[src/rtl/isa_bus_pkg.sv]
// Shared definitions for the ISA bus arbiter: state encoding, engine command
// bit positions, default widths and small encoding helpers.
package isa_bus_pkg;

  localparam int ADDR_W_DEF    = 10;
  localparam int DATA_W_DEF    = 8;
  localparam int CMD_READ_BIT  = 0;
  localparam int CMD_WRITE_BIT = 1;

  typedef enum logic [1:0] {
    ARB_IDLE  = 2'd0,
    ARB_ISSUE = 2'd1,
    ARB_WAIT  = 2'd2
  } arb_state_t;

  // Engine command word: exactly one of read/write set, upper bits zero.
  function automatic logic [7:0] make_cmd(input logic wr);
    logic [7:0] cmd;
    cmd = 8'h00;
    cmd[CMD_WRITE_BIT] = wr;
    cmd[CMD_READ_BIT]  = ~wr;
    return cmd;
  endfunction

  function automatic logic [1:0] port_onehot(input logic port);
    return {port, ~port};
  endfunction

endpackage

[src/rtl/isa_rr_arb2.sv]
// Two-way round-robin picker; the last-granted pointer moves only when a
// transaction is acknowledged.
module isa_rr_arb2 (
  input  logic       clk,
  input  logic       reset,
  input  logic [1:0] req,
  input  logic       ack_fire,
  input  logic       ack_port,
  output logic       winner
);

  logic r_last;

  // Last-granted pointer; reset value 1 makes port 0 preferred.
  always_ff @(posedge clk) begin
    if (reset) begin
      r_last <= 1'b1;
    end else if (ack_fire) begin
      r_last <= ack_port;
    end else begin
      r_last <= r_last;
    end
  end

  // Winner select: a lone request wins, contention goes to the port not granted last.
  always_comb begin
    case (req)
      2'b01:   winner = 1'b0;
      2'b10:   winner = 1'b1;
      2'b11:   winner = ~r_last;
      default: winner = 1'b0;
    endcase
  end

endmodule

[src/rtl/isa_bus_arbiter.sv]
// Shares the ISA I/O bus-cycle engine between two requesters.
// Optional macro BUS_TIMEOUT_EN adds an abort/err path for stalled cycles.
module isa_bus_arbiter
  import isa_bus_pkg::*;
#(
  parameter int ADDR_W         = ADDR_W_DEF,
  parameter int DATA_W         = DATA_W_DEF,
  parameter int TIMEOUT_CYCLES = 32
) (
  input  logic              clk,
  input  logic              reset,
  input  logic [1:0]        req,
  input  logic [1:0]        req_wr,
  input  logic [ADDR_W-1:0] req_addr0,
  input  logic [ADDR_W-1:0] req_addr1,
  input  logic [DATA_W-1:0] req_wdata0,
  input  logic [DATA_W-1:0] req_wdata1,
  output logic [1:0]        ack,
  output logic              err,
  output logic [DATA_W-1:0] rdata,
  output logic [7:0]        eng_control,
  output logic [ADDR_W-1:0] eng_addr,
  output logic [DATA_W-1:0] eng_wdata,
  input  logic [DATA_W-1:0] eng_rdata,
  input  logic              eng_control_reset_n,
  output logic              eng_abort,
  output logic [1:0]        grant_debug
);

  arb_state_t        r_state, w_state_nxt;
  logic              r_winner, w_winner_nxt;
  logic              r_wr, w_wr_nxt;
  logic              r_done_n;
  logic [7:0]        r_ctrl, w_ctrl_nxt;
  logic [ADDR_W-1:0] r_addr, w_addr_nxt;
  logic [DATA_W-1:0] r_wdata, w_wdata_nxt;
  logic [DATA_W-1:0] r_rdata, w_rdata_nxt;
  logic [1:0]        r_ack, w_ack_nxt;
  logic [1:0]        r_grant, w_grant_nxt;
  logic              w_fire;
  logic              w_rr_winner;

  isa_rr_arb2 u_rr (
    .clk      (clk),
    .reset    (reset),
    .req      (req),
    .ack_fire (w_fire),
    .ack_port (r_winner),
    .winner   (w_rr_winner)
  );

`ifdef BUS_TIMEOUT_EN
  localparam int CNT_W = $clog2(TIMEOUT_CYCLES);
  logic [CNT_W-1:0] r_cnt;
  logic             r_err, w_err_nxt;
  logic             r_abort, w_abort_nxt;

  // WAIT-cycle counter, zeroed as the command is issued.
  always_ff @(posedge clk) begin
    if (reset) begin
      r_cnt <= '0;
    end else if (r_state == ARB_ISSUE) begin
      r_cnt <= '0;
    end else if (r_state == ARB_WAIT) begin
      r_cnt <= r_cnt + 1'b1;
    end else begin
      r_cnt <= r_cnt;
    end
  end
`endif

  // Next-state and next-output logic for the arbiter FSM.
  always_comb begin
    w_state_nxt  = r_state;
    w_winner_nxt = r_winner;
    w_wr_nxt     = r_wr;
    w_ctrl_nxt   = r_ctrl;
    w_addr_nxt   = r_addr;
    w_wdata_nxt  = r_wdata;
    w_rdata_nxt  = r_rdata;
    w_ack_nxt    = 2'b00;
    w_grant_nxt  = r_grant;
    w_fire       = 1'b0;
`ifdef BUS_TIMEOUT_EN
    w_err_nxt    = 1'b0;
    w_abort_nxt  = 1'b0;
`endif
    case (r_state)
      ARB_IDLE: begin
        if (|req) begin
          w_state_nxt  = ARB_ISSUE;
          w_winner_nxt = w_rr_winner;
          w_wr_nxt     = req_wr[w_rr_winner];
          w_addr_nxt   = w_rr_winner ? req_addr1 : req_addr0;
          w_wdata_nxt  = w_rr_winner ? req_wdata1 : req_wdata0;
          w_grant_nxt  = port_onehot(w_rr_winner);
        end else begin
          w_state_nxt  = ARB_IDLE;
        end
      end
      ARB_ISSUE: begin
        w_ctrl_nxt  = make_cmd(r_wr);
        w_state_nxt = ARB_WAIT;
      end
      ARB_WAIT: begin
        // Completion is checked first so it beats a coincident timeout.
        if (!r_done_n) begin
          w_fire      = 1'b1;
          w_ctrl_nxt  = 8'h00;
          w_rdata_nxt = r_wr ? r_rdata : eng_rdata;
          w_ack_nxt   = port_onehot(r_winner);
          w_grant_nxt = 2'b00;
          w_state_nxt = ARB_IDLE;
`ifdef BUS_TIMEOUT_EN
        end else if (r_cnt == CNT_W'(TIMEOUT_CYCLES - 1)) begin
          w_fire      = 1'b1;
          w_abort_nxt = 1'b1;
          w_err_nxt   = 1'b1;
          w_ctrl_nxt  = 8'h00;
          w_rdata_nxt = {DATA_W{1'b1}};
          w_ack_nxt   = port_onehot(r_winner);
          w_grant_nxt = 2'b00;
          w_state_nxt = ARB_IDLE;
`endif
        end else begin
          w_state_nxt = ARB_WAIT;
        end
      end
      default: begin
        w_ctrl_nxt  = 8'h00;
        w_grant_nxt = 2'b00;
        w_state_nxt = ARB_IDLE;
      end
    endcase
  end

  // State and output registers; the completion pulse is sampled one cycle late.
  always_ff @(posedge clk) begin
    if (reset) begin
      r_state  <= ARB_IDLE;
      r_winner <= 1'b0;
      r_wr     <= 1'b0;
      r_done_n <= 1'b1;
      r_ctrl   <= 8'h00;
      r_addr   <= '0;
      r_wdata  <= '0;
      r_rdata  <= '0;
      r_ack    <= 2'b00;
      r_grant  <= 2'b00;
`ifdef BUS_TIMEOUT_EN
      r_err    <= 1'b0;
      r_abort  <= 1'b0;
`endif
    end else begin
      r_state  <= w_state_nxt;
      r_winner <= w_winner_nxt;
      r_wr     <= w_wr_nxt;
      r_done_n <= eng_control_reset_n;
      r_ctrl   <= w_ctrl_nxt;
      r_addr   <= w_addr_nxt;
      r_wdata  <= w_wdata_nxt;
      r_rdata  <= w_rdata_nxt;
      r_ack    <= w_ack_nxt;
      r_grant  <= w_grant_nxt;
`ifdef BUS_TIMEOUT_EN
      r_err    <= w_err_nxt;
      r_abort  <= w_abort_nxt;
`endif
    end
  end

  assign ack         = r_ack;
  assign rdata       = r_rdata;
  assign eng_control = r_ctrl;
  assign eng_addr    = r_addr;
  assign eng_wdata   = r_wdata;
  assign grant_debug = r_grant;
`ifdef BUS_TIMEOUT_EN
  assign err         = r_err;
  assign eng_abort   = r_abort;
`else
  assign err         = 1'b0;
  assign eng_abort   = 1'b0;
`endif

endmodule

[config.mk]
export PLATFORM = sky130hd
export DESIGN_NAME = isa_bus_arbiter
export DESIGN_NICKNAME = d
export VERILOG_FILES = /design/src/rtl/isa_bus_pkg.sv /design/src/rtl/isa_rr_arb2.sv /design/src/rtl/isa_bus_arbiter.sv
export SDC_FILE = /design/constraint.sdc
export NUM_CORES = 1
export LEC_CHECK = 0
export CORE_ASPECT_RATIO = 0.6
export CORE_MARGIN = 1.5
export CORE_UTILIZATION = 30
export DETAILED_ROUTE_END_ITERATION = 16
export PLACE_DENSITY = 0.67
export SETUP_SLACK_MARGIN = 0.05
export SLEW_MARGIN = 25
export SYNTH_ARGS = -nofsm -noshare
export SYNTH_HDL_FRONTEND = slang
export SYNTH_HIERARCHICAL = 1
export SYNTH_SLANG_ARGS = --single-unit
[constraint.sdc]
create_clock -name clk -period 1.25 [get_ports clk]
set_input_delay 0.25 -clock clk [delete_from_list [all_inputs] [get_ports clk]]
set_output_delay 0.25 -clock clk [all_outputs]
set_load 0.03 [all_outputs]
; ---- Word level (Yosys, flattened, before mapping)
; Cells that the tools add are included.
[totals]
register_bits = 44
inputBits = 51
out_inout_bits = 40
[op_classes]
order_cmp = 1
eq_ne = 6
muxes = 15
n_bitwise = 8
n_reduce_logical = 7
[ops]
columns = cell, count
row1 = case mux 8 bit (3 select lines), 1
row2 = two-way mux 8 bit, 2
row3 = case mux 2 bit (3 select lines), 2
row4 = two-way mux 10 bit, 1
row5 = inverter 1 bit, 8
row6 = == test 2 bit (second input constant), 3
row7 = two-way mux 2 bit, 3
row8 = AND reduction 3 bit, 2
row9 = two-way mux 1 bit, 5
row10 = inequality test 2 bit (second input constant), 2
row11 = AND reduction 2 bit, 2
row12 = OR reduction 3 bit, 1
row13 = == test 2 x 1 -> 1 bit (second input constant), 1
row14 = logical NOT 2 bit, 1
row15 = < comparator 1 x 2 -> 1 bit (second input constant), 1
row16 = case mux 1 bit (2 select lines), 1
row17 = OR reduction 2 bit, 1

; ---- Depth between registers and ports, before layout
; Gate-level depths: netlist (run 1).
[logic_depth]
word_depth = 5
ltp_mapped = 5
mapped_depth_nobuf = 5

; ---- Modules after synthesis
; Netlist (run 1), hierarchy kept.
[modules_own_cells]
columns = module, instances, cells_each, area_per_inst_um2, seq_area_each_um2
row1 = isa_bus_arbiter, 1, 175, 1666.6, 740.7
row2 = isa_rr_arb2, 1, 4, 42.5, 20.0

; ---- Least setup slack after synthesis (run 1)
; No wires, ideal clock.
[synth_timing]
path_kind = register to register
startpoint = reg r_state[0]
endpoint = reg r_rdata[0] (netlist: rdata[0])
setup_ns = 0.132
arrival_time_ns = 1.162
required_time_ns = 1.118
slack_ns = -0.044
path_stages_with_launch = 6
cell_sequence = dfxtp_1 buf_6 or4b_4 buf_6 nand2_1 a21oi_1
[synth_via]
elab_chain_len = 2
[synth_lines]
columns = element, line_no
row1 = from (decl), isa_bus_arbiter.sv:30  ; arb_state_t r_state, w_state_nxt;
row2 = from (signal assigned), isa_bus_arbiter.sv:155  ; r_state <= w_state_nxt;
row3 = == test 2 bit, isa_bus_arbiter.sv:88  ; case (r_state)
row4 = AND reduction 3 bit (no source line), -
row5 = to (signal assigned), isa_bus_arbiter.sv:162  ; r_rdata <= w_rdata_nxt;
row6 = to (decl), isa_bus_arbiter.sv:37  ; logic [DATA_W-1:0] r_rdata, w_rdata_nxt;
; No other way between the ends.
; A chain may end at the register's enable or synchronous reset.

; ---- Worst setup path after layout (run 1)
[layout_timing]
startpoint = reg u_rr.r_last
endpoint = reg r_wdata[3] (netlist: eng_wdata[3])
[layout_via]
elab_chain_len = 3
[layout_lines]
columns = element, line_no
row1 = from (decl), isa_rr_arb2.sv:12  ; logic r_last;
row2 = from (signal assigned), isa_rr_arb2.sv:19  ; r_last <= ack_port;
row3 = from (signal assigned), isa_rr_arb2.sv:21  ; r_last <= r_last;
row4 = inverter 1 bit, isa_rr_arb2.sv:30  ; 2'b11: winner = ~r_last;
row5 = case mux 1 bit (2 select lines), isa_rr_arb2.sv:27  ; case (req)
row6 = named net w_rr_winner, isa_bus_arbiter.sv:41  ; logic w_rr_winner;
row7 = two-way mux 8 bit, isa_bus_arbiter.sv:95  ; w_wdata_nxt = w_rr_winner ? req_wdata1 : req_wdata0;
row8 = to (signal assigned), isa_bus_arbiter.sv:161  ; r_wdata <= w_wdata_nxt;
row9 = to (decl), isa_bus_arbiter.sv:36  ; logic [DATA_W-1:0] r_wdata, w_wdata_nxt;
; The timed path passes the listed nets, and every way through them passes these cells.

==> results of run 1 <==
metal layers:
layer  vias up  wire [um]  part of all wire  GRT usage
li1        832          -                 -          -
met5         -          0                 0          0
met1       738       2551              0.50     0.2310
met2        49       2214              0.44     0.2546
met4         0         25            0.0049    0.04024
met3         4        264             0.052    0.05335
power groups by stage:
stage	Clock (mW)	Combinational [mW]	Sequential (mW)
after floorplan	0	0.384	1.57
after global placement	0	0.936	1.41
after detailed placement	0	0.945	1.41
after CTS	1.01	1.04	1.38
after global routing	1.07	1.13	1.39
final	0.970	1.05	1.38
worst paths after layout:
check,start,endpoint,slack [ns],cells after the start
setup reg to reg,u_rr/r_last,eng_wdata[3],-0.04,5
setup / recovery,u_rr/r_last,eng_wdata[3],-0.04,5
hold / removal,rdata[7],rdata[7],0.46,2
hold reg to reg,rdata[7],rdata[7],0.46,2
cell usage after synthesis (all sizes together):
library cell  count
buf              20
nor3b             2
nand2            18
a21oi            32
nand2b            1
dfxtp            38
nand3             4
nor4b             1
or3               2
inv               3
mux2i            19
nor2b             1
o21ba             1
o21ai             1
nor3              2
a21boi            1
o21bai            1
a31oi             1
a311oi           19
or4b              1
conb              1
nor2              1
o2111ai           2
or2               1
a211o             1
clkbuf            5
registers in the layout (all words and copies together) (netlist names):
signal	flops
r_state	2
grant_debug	2
eng_addr	10
eng_control	2
ack	2
r_wr	1
r_done_n	1
eng_wdata	8
u_rr/r_last	1
r_winner	1
rdata	8
final cells by class:
cell class,count,area [um2]
tap,80,100.1
clock buffer,8,110.1
inverter,3,11.26
multi-input combinational,120,894.6
timing repair buffer,106,1039
fill,531,2615
sequential,38,774.5
worst max-delay path, cell delays in order (launching register included):
cell	delay, ns
dfxtp_4	0.36
a21boi_4	0.17
buf_6	0.15
buf_12	0.14
mux2i_1	0.22
a311oi_2	0.11
what timing repair did:
action	in CTS	in global routing
endpoints found under the setup margin	43	40
gates resized for setup	60	36
pin swaps	15	17
hold endpoints to repair	0	0
setup buffers	5	1
gates cloned	3	1
per-stage QoR:
step                        util  setup WS (ns)
after detailed placement  0.4685        -0.4004
after CTS                 0.5254       -0.06034
final                     0.5283       -0.04220
after global routing      0.5283        -0.1021
after global placement    0.4685        -0.3588
after floorplan                -      -0.008420
cells by family (layout without fill, tap and decap cells):
group	Yosys count	in the layout	synth area share
AOI/OAI and AO/OA	59	59	0.2313
other	1	8	0.002194
muxes	19	19	0.1113
DFF	38	38	0.4451
and+or+nand+nor	34	34	0.1083
buffers and inverters	28	117	0.1018
placed cells by master, fill, tap and decap left out, drive strengths merged:
master	count
clkdlybuf4s50	48
mux2i	19
inv	3
o21bai	1
a211o	1
clkbuf	9
nor2b	1
or2	1
nor4b	1
nand2b	1
dfxtp	38
o21ba	1
conb	8
dlygate4sd2	1
clkdlybuf4s15	3
or4b	1
a21oi	32
a21boi	1
nand3	4
a31oi	1
buf	52
o2111ai	2
a311oi	19
bufbuf	1
nor2	1
nor3	2
o21ai	1
or3	2
nand2	18
nor3b	2
==> results by group, run 1 <==
Logic synthesis
  • YS warnings: 6
  • #FFs+latches synth: 38
  • Synth top area cells: dfxtp_1, mux2i_1, a311oi_1
  • Register area share after synthesis: 0.4451
  • Area leader, netlist: dfxtp_1
  • Post-Syn Area: between 1500 and 2000 um2
  • Cells after Synth: 179
  • Post-synth top area share: 0.4451
  • Yosys cell types: 29
  • Mean post-synth cell area: roughly 9.5 um2

Power
  • Sw frac: 0.2968
  • Internal cell power: 2.394 mW
  • Gate power share: 0.310
  • Pwr Density: between 1000 and 1500 nW/um2
  • Sequential Power Share: 0.405
  • P_leak: 1.151 nW
  • Peak supply drop: 0.0004687 V
  • Pwr Total: 3.404 mW
  • Net Sw Power: 1.010 mW
  • Clock share of power: 0.285

Floorplan
  • Core Footprint: 5544 um2
  • Chip width: 100.4 um
  • Starting density of the core: 0.3083
  • Row count: 21
  • # IOs: 91
  • Die H: 61.47 um
  • Die ar.: 6174 um2

Setup path
  • Crit start category: flop
  • Endpoint class of the critical path: flop
  • Crit path kind: reg -> reg
  • Critical path arrival: 1.44 ns
  • WP data required: 1.40 ns
  • Worst-path maximum fanout: 6

STA
  • Fin. Hold Viols: 0
  • Sum Neg Setup Slack: -0.1665 ns
  • Setup WS post-layout: -0.04220 ns
  • Max Clk Rate: roughly 770 MHz
  • Max-slew violation count: 0
  • RSZ-0062 raised after global routing: yes
  • Count of final setup violators: 6
  • Clk_skew: between 0.008 and 0.009 ns
  • Hold slack: between 0.4 and 0.5 ns
  • Fin crit share: 1.034
  • Period minus WS final: 1.292 ns

Final layout
  • Nets@finish: 325
  • ANT cells: 0
  • Non-Filler Instances: 355
  • Layout cells sized above 1: 0.3382
  • Area grow syn2layout: 71.38%
  • Post-route cell area: approximately 2900 um2

Global routing
  • Total gr overflow: 0
  • Vias in the first global route: 1552
  • First-pass GRT wire length: 7817 um
  • Overall Global Routing Usage: 0.1667
  • Initial antenna violation count: 0
  • Pin count of the biggest net entering global routing: 42

Drt
  • DR vias/cell: 4.572
  • Routed WL: between 5000 and 6000 um
  • DRT antenna net count: 0
  • First drt pass iteration count: 4
  • Post-DR wirelength/cell: 14.24 um
  • Vias: 1623
  • 1st-iter DRT viols: 51
  • Detailed-route DRC error count: 0

Clocking
  • Clk sink count: 38
  • H-Tree Depth: 2
  • Root Buffer Master: clkbuf_8
  • CTS tree: yes
  • Max Root-Sink Buffers: 2
  • Clock transition at path regs: 0.07 ns
  • Clock Latency Late Sink: 0.28 ns
  • Num CTS Buffers: 5
  • Hold Buf Count CTS: 0

Placed design
  • Routability congestion estimate: 0.7507
  • Post-Place Cells: 338
  • IO Port Bufs: between 80 and 90
  • Final HPWL from detailed placement: 3230 um
  • DP Area: 2597 um2

Outcome
  • Failing checks: setup timing
  • Status: finished with violations

Job
  • Max_cap viols: 0

Hold path
  • Hold crit path type: reg -> reg
Power figures use the tool's default switching activity.
==> run 2: changes to the inputs <==
--- a/config.mk
+++ b/config.mk
@@ -9,6 +9,7 @@
 export CORE_MARGIN = 1.5
 export CORE_UTILIZATION = 30
 export DETAILED_ROUTE_END_ITERATION = 16
+export GPL_TIMING_DRIVEN = 0
 export PLACE_DENSITY = 0.67
 export SETUP_SLACK_MARGIN = 0.05
 export SLEW_MARGIN = 25
==> results by group, run 2 (synthesis results as in run 1) <==
STA
  • Setup WS post-layout: -0.08362 ns
  • Max Clk Rate: 749.8 MHz
  • Sum Neg Setup Slack: -0.6256 ns
  • Fin. Hold Viols: 0
  • Period minus WS final: between 1 and 1.5 ns
  • Count of final setup violators: 12
  • Max-slew violation count: 0
  • RSZ-0062 raised after global routing: yes
  • Fin crit share: 1.067
  • Clk_skew: between 0.002 and 0.0025 ns

Final layout
  • Area grow syn2layout: 66.40%
  • Post-route cell area: 2844 um2
  • Most frequent cells in the layout: clkdlybuf4s50_1, dfxtp_1, buf_2, a21oi_1, mux2i_1
  • Max FFs per register: 10
  • Nets@finish: 334
  • Final design utilization: 0.5130
  • Layout cells sized above 1: 0.3768
  • Most common cell after layout, fill and taps aside: clkdlybuf4s50_1
  • ANT cells: 0

Outcome
  • Status: finished with violations
  • Failing checks: setup timing

Clocking
  • Clock Latency Late Sink: 0.29 ns
  • Clk sink count: 38
  • Max Root-Sink Buffers: 2
  • Root Buffer Master: clkbuf_8
  • Clock transition at path regs: 0.07 ns
  • CTS tree: yes
  • Hold Buf Count CTS: 0
  • H-Tree Depth: 2
  • Num CTS Buffers: 5

Global routing
  • Initial antenna violation count: 0
  • Pin count of the biggest net entering global routing: 12
  • Vias in the first global route: 1669
  • Total gr overflow: 0
  • Overall Global Routing Usage: 0.1772
  • First-pass GRT wire length: around 8200 um

Floorplan
  • Die H: just over 60 um
  • Chip width: ~100 um
  • Core Footprint: around 5500 um2
  • Row count: 21
  • # IOs: 91
  • Die ar.: 6174 um2
  • Starting density of the core: 0.3083

Setup path
  • Crit start category: flop
  • Worst reg2reg startpoint: r_state[0]
  • Max stage delay on crit path: 0.49 ns
  • WP data required: 1.43 ns
  • CP startpoint: r_state[0]
  • Crit path kind: reg -> reg
  • Endpoint class of the critical path: flop
  • CP endpoint: rdata[2]
  • Buf/Inv on CP: 2
  • Critical path arrival: 1.51 ns
  • CP top delay family: simple AND/OR/NAND/NOR gates
  • R2R setup slack: -0.08 ns
  • Worst-path maximum fanout: 8
  • Crit-path cells: buf_6 > or4b_4 > buf_8 > nand2_1 > a21oi_1
  • Reg2reg path depth: 5
  • Critical Path Stages: 5
  • Slowest cell on crit path: or4b_4
  • RR Endpoint: rdata[2]

Power
  • Pwr Total: 3.214 mW
  • P_leak: 1.146 nW
  • Pwr Density: 1130 nW/um2
  • Peak supply drop: 0.0004423 V

Drt
  • Routed WL: 5016 um
  • Metal-1 WL: 2478 um
  • Post-DR wirelength/cell: 13.78 um
  • 1st-iter DRT viols: 32
  • Vias: 1718
  • Detailed-route DRC error count: 0
  • DRT antenna net count: 0
  • DR vias/cell: about 4.7
  • Max layer used: met4
  • Met2 wire length: 2131 um
  • Met3 wire length: 358 um
  • First drt pass iteration count: 4

Placed design
  • Worst slack, placed: -0.7230 ns
  • IO Port Bufs: 82
  • DP Area: 2659 um2
  • Final HPWL from detailed placement: 3531 um
  • Routability congestion estimate: roughly 0.73

Hold path
  • Hold crit path type: reg -> reg

Job
  • Max_cap viols: 0
run 2: worst min path at each step:
stage / start / end / slack, ns / depth (start not counted)
floorplan: reset / u_rr/r_last / 0.35 / 1
global placement: rdata[0] / rdata[0] / 0.44 / 2
detailed placement: rdata[0] / rdata[0] / 0.45 / 2
CTS: rdata[6] / rdata[6] / 0.46 / 2
global route: rdata[2] / rdata[2] / 0.48 / 2
finish: rdata[2] / rdata[2] / 0.47 / 2
run 2: worst register-to-register path, delay by kind of cell (launching register included):
family | cells | cell delay, ns
AOI/OAI and AO/OA | 1 | 0.06
buffers and inverters | 2 | 0.29
DFF | 1 | 0.32
and+or+nand+nor | 2 | 0.56
run 2: layout make-up:
| class | instances | area (um2) |
|---|---|---|
| repair buffers | 90 | 765.7 |
| clock buffers | 7 | 86.33 |
| clock inverters | 1 | 5.005 |
| fillers | 530 | 2700 |
| inverters | 3 | 11.26 |
| well taps | 80 | 100.1 |
| plain buffers | 25 | 200.2 |
| flip-flops and latches | 38 | 765.7 |
| multi-input cells | 120 | 909.6 |
run 2: power by group:
group	internal, mW	total, mW	switching [mW]
sequential	1.32	1.38	0.0616
clock	0.445	0.860	0.415
combinational	0.442	0.973	0.531
total	2.21	3.21	1.01
run 2: routing by layer:
| layer | global-route usage | up-vias |
|---|---|---|
| li1 | - | 852 |
| met1 | 0.2346 | 808 |
| met2 | 0.2799 | 52 |
| met3 | 0.06129 | 6 |
| met4 | 0.04829 | 0 |
| met5 | 0 | - |
run 2: what timing repair did:
item / in CTS / in global routing
buffers inserted: 5 / 0
pin swaps: 16 / 25
cloned: 3 / 0
gates resized for setup: 147 / 72
endpoints found under the setup margin: 69 / 64
run 2: stage by stage:
stage / hold WS [ns] / instances
CTS: 0.4608 / 364
global route: 0.4804 / 364
finish: 0.4719 / 364
detailed placement: 0.4459 / 348
global placement: 0.4382 / 348
floorplan: 0.3486 / 186
==> run 3: changes to the inputs <==
--- a/config.mk
+++ b/config.mk
@@ -12,7 +12,6 @@
 export GPL_TIMING_DRIVEN = 0
 export PLACE_DENSITY = 0.67
 export SETUP_SLACK_MARGIN = 0.05
-export SLEW_MARGIN = 25
 export SYNTH_ARGS = -nofsm -noshare
 export SYNTH_HDL_FRONTEND = slang
 export SYNTH_HIERARCHICAL = 1
==> results of run 3 <==
No change in the layout: final DEF, timing and power equal those of run 2.
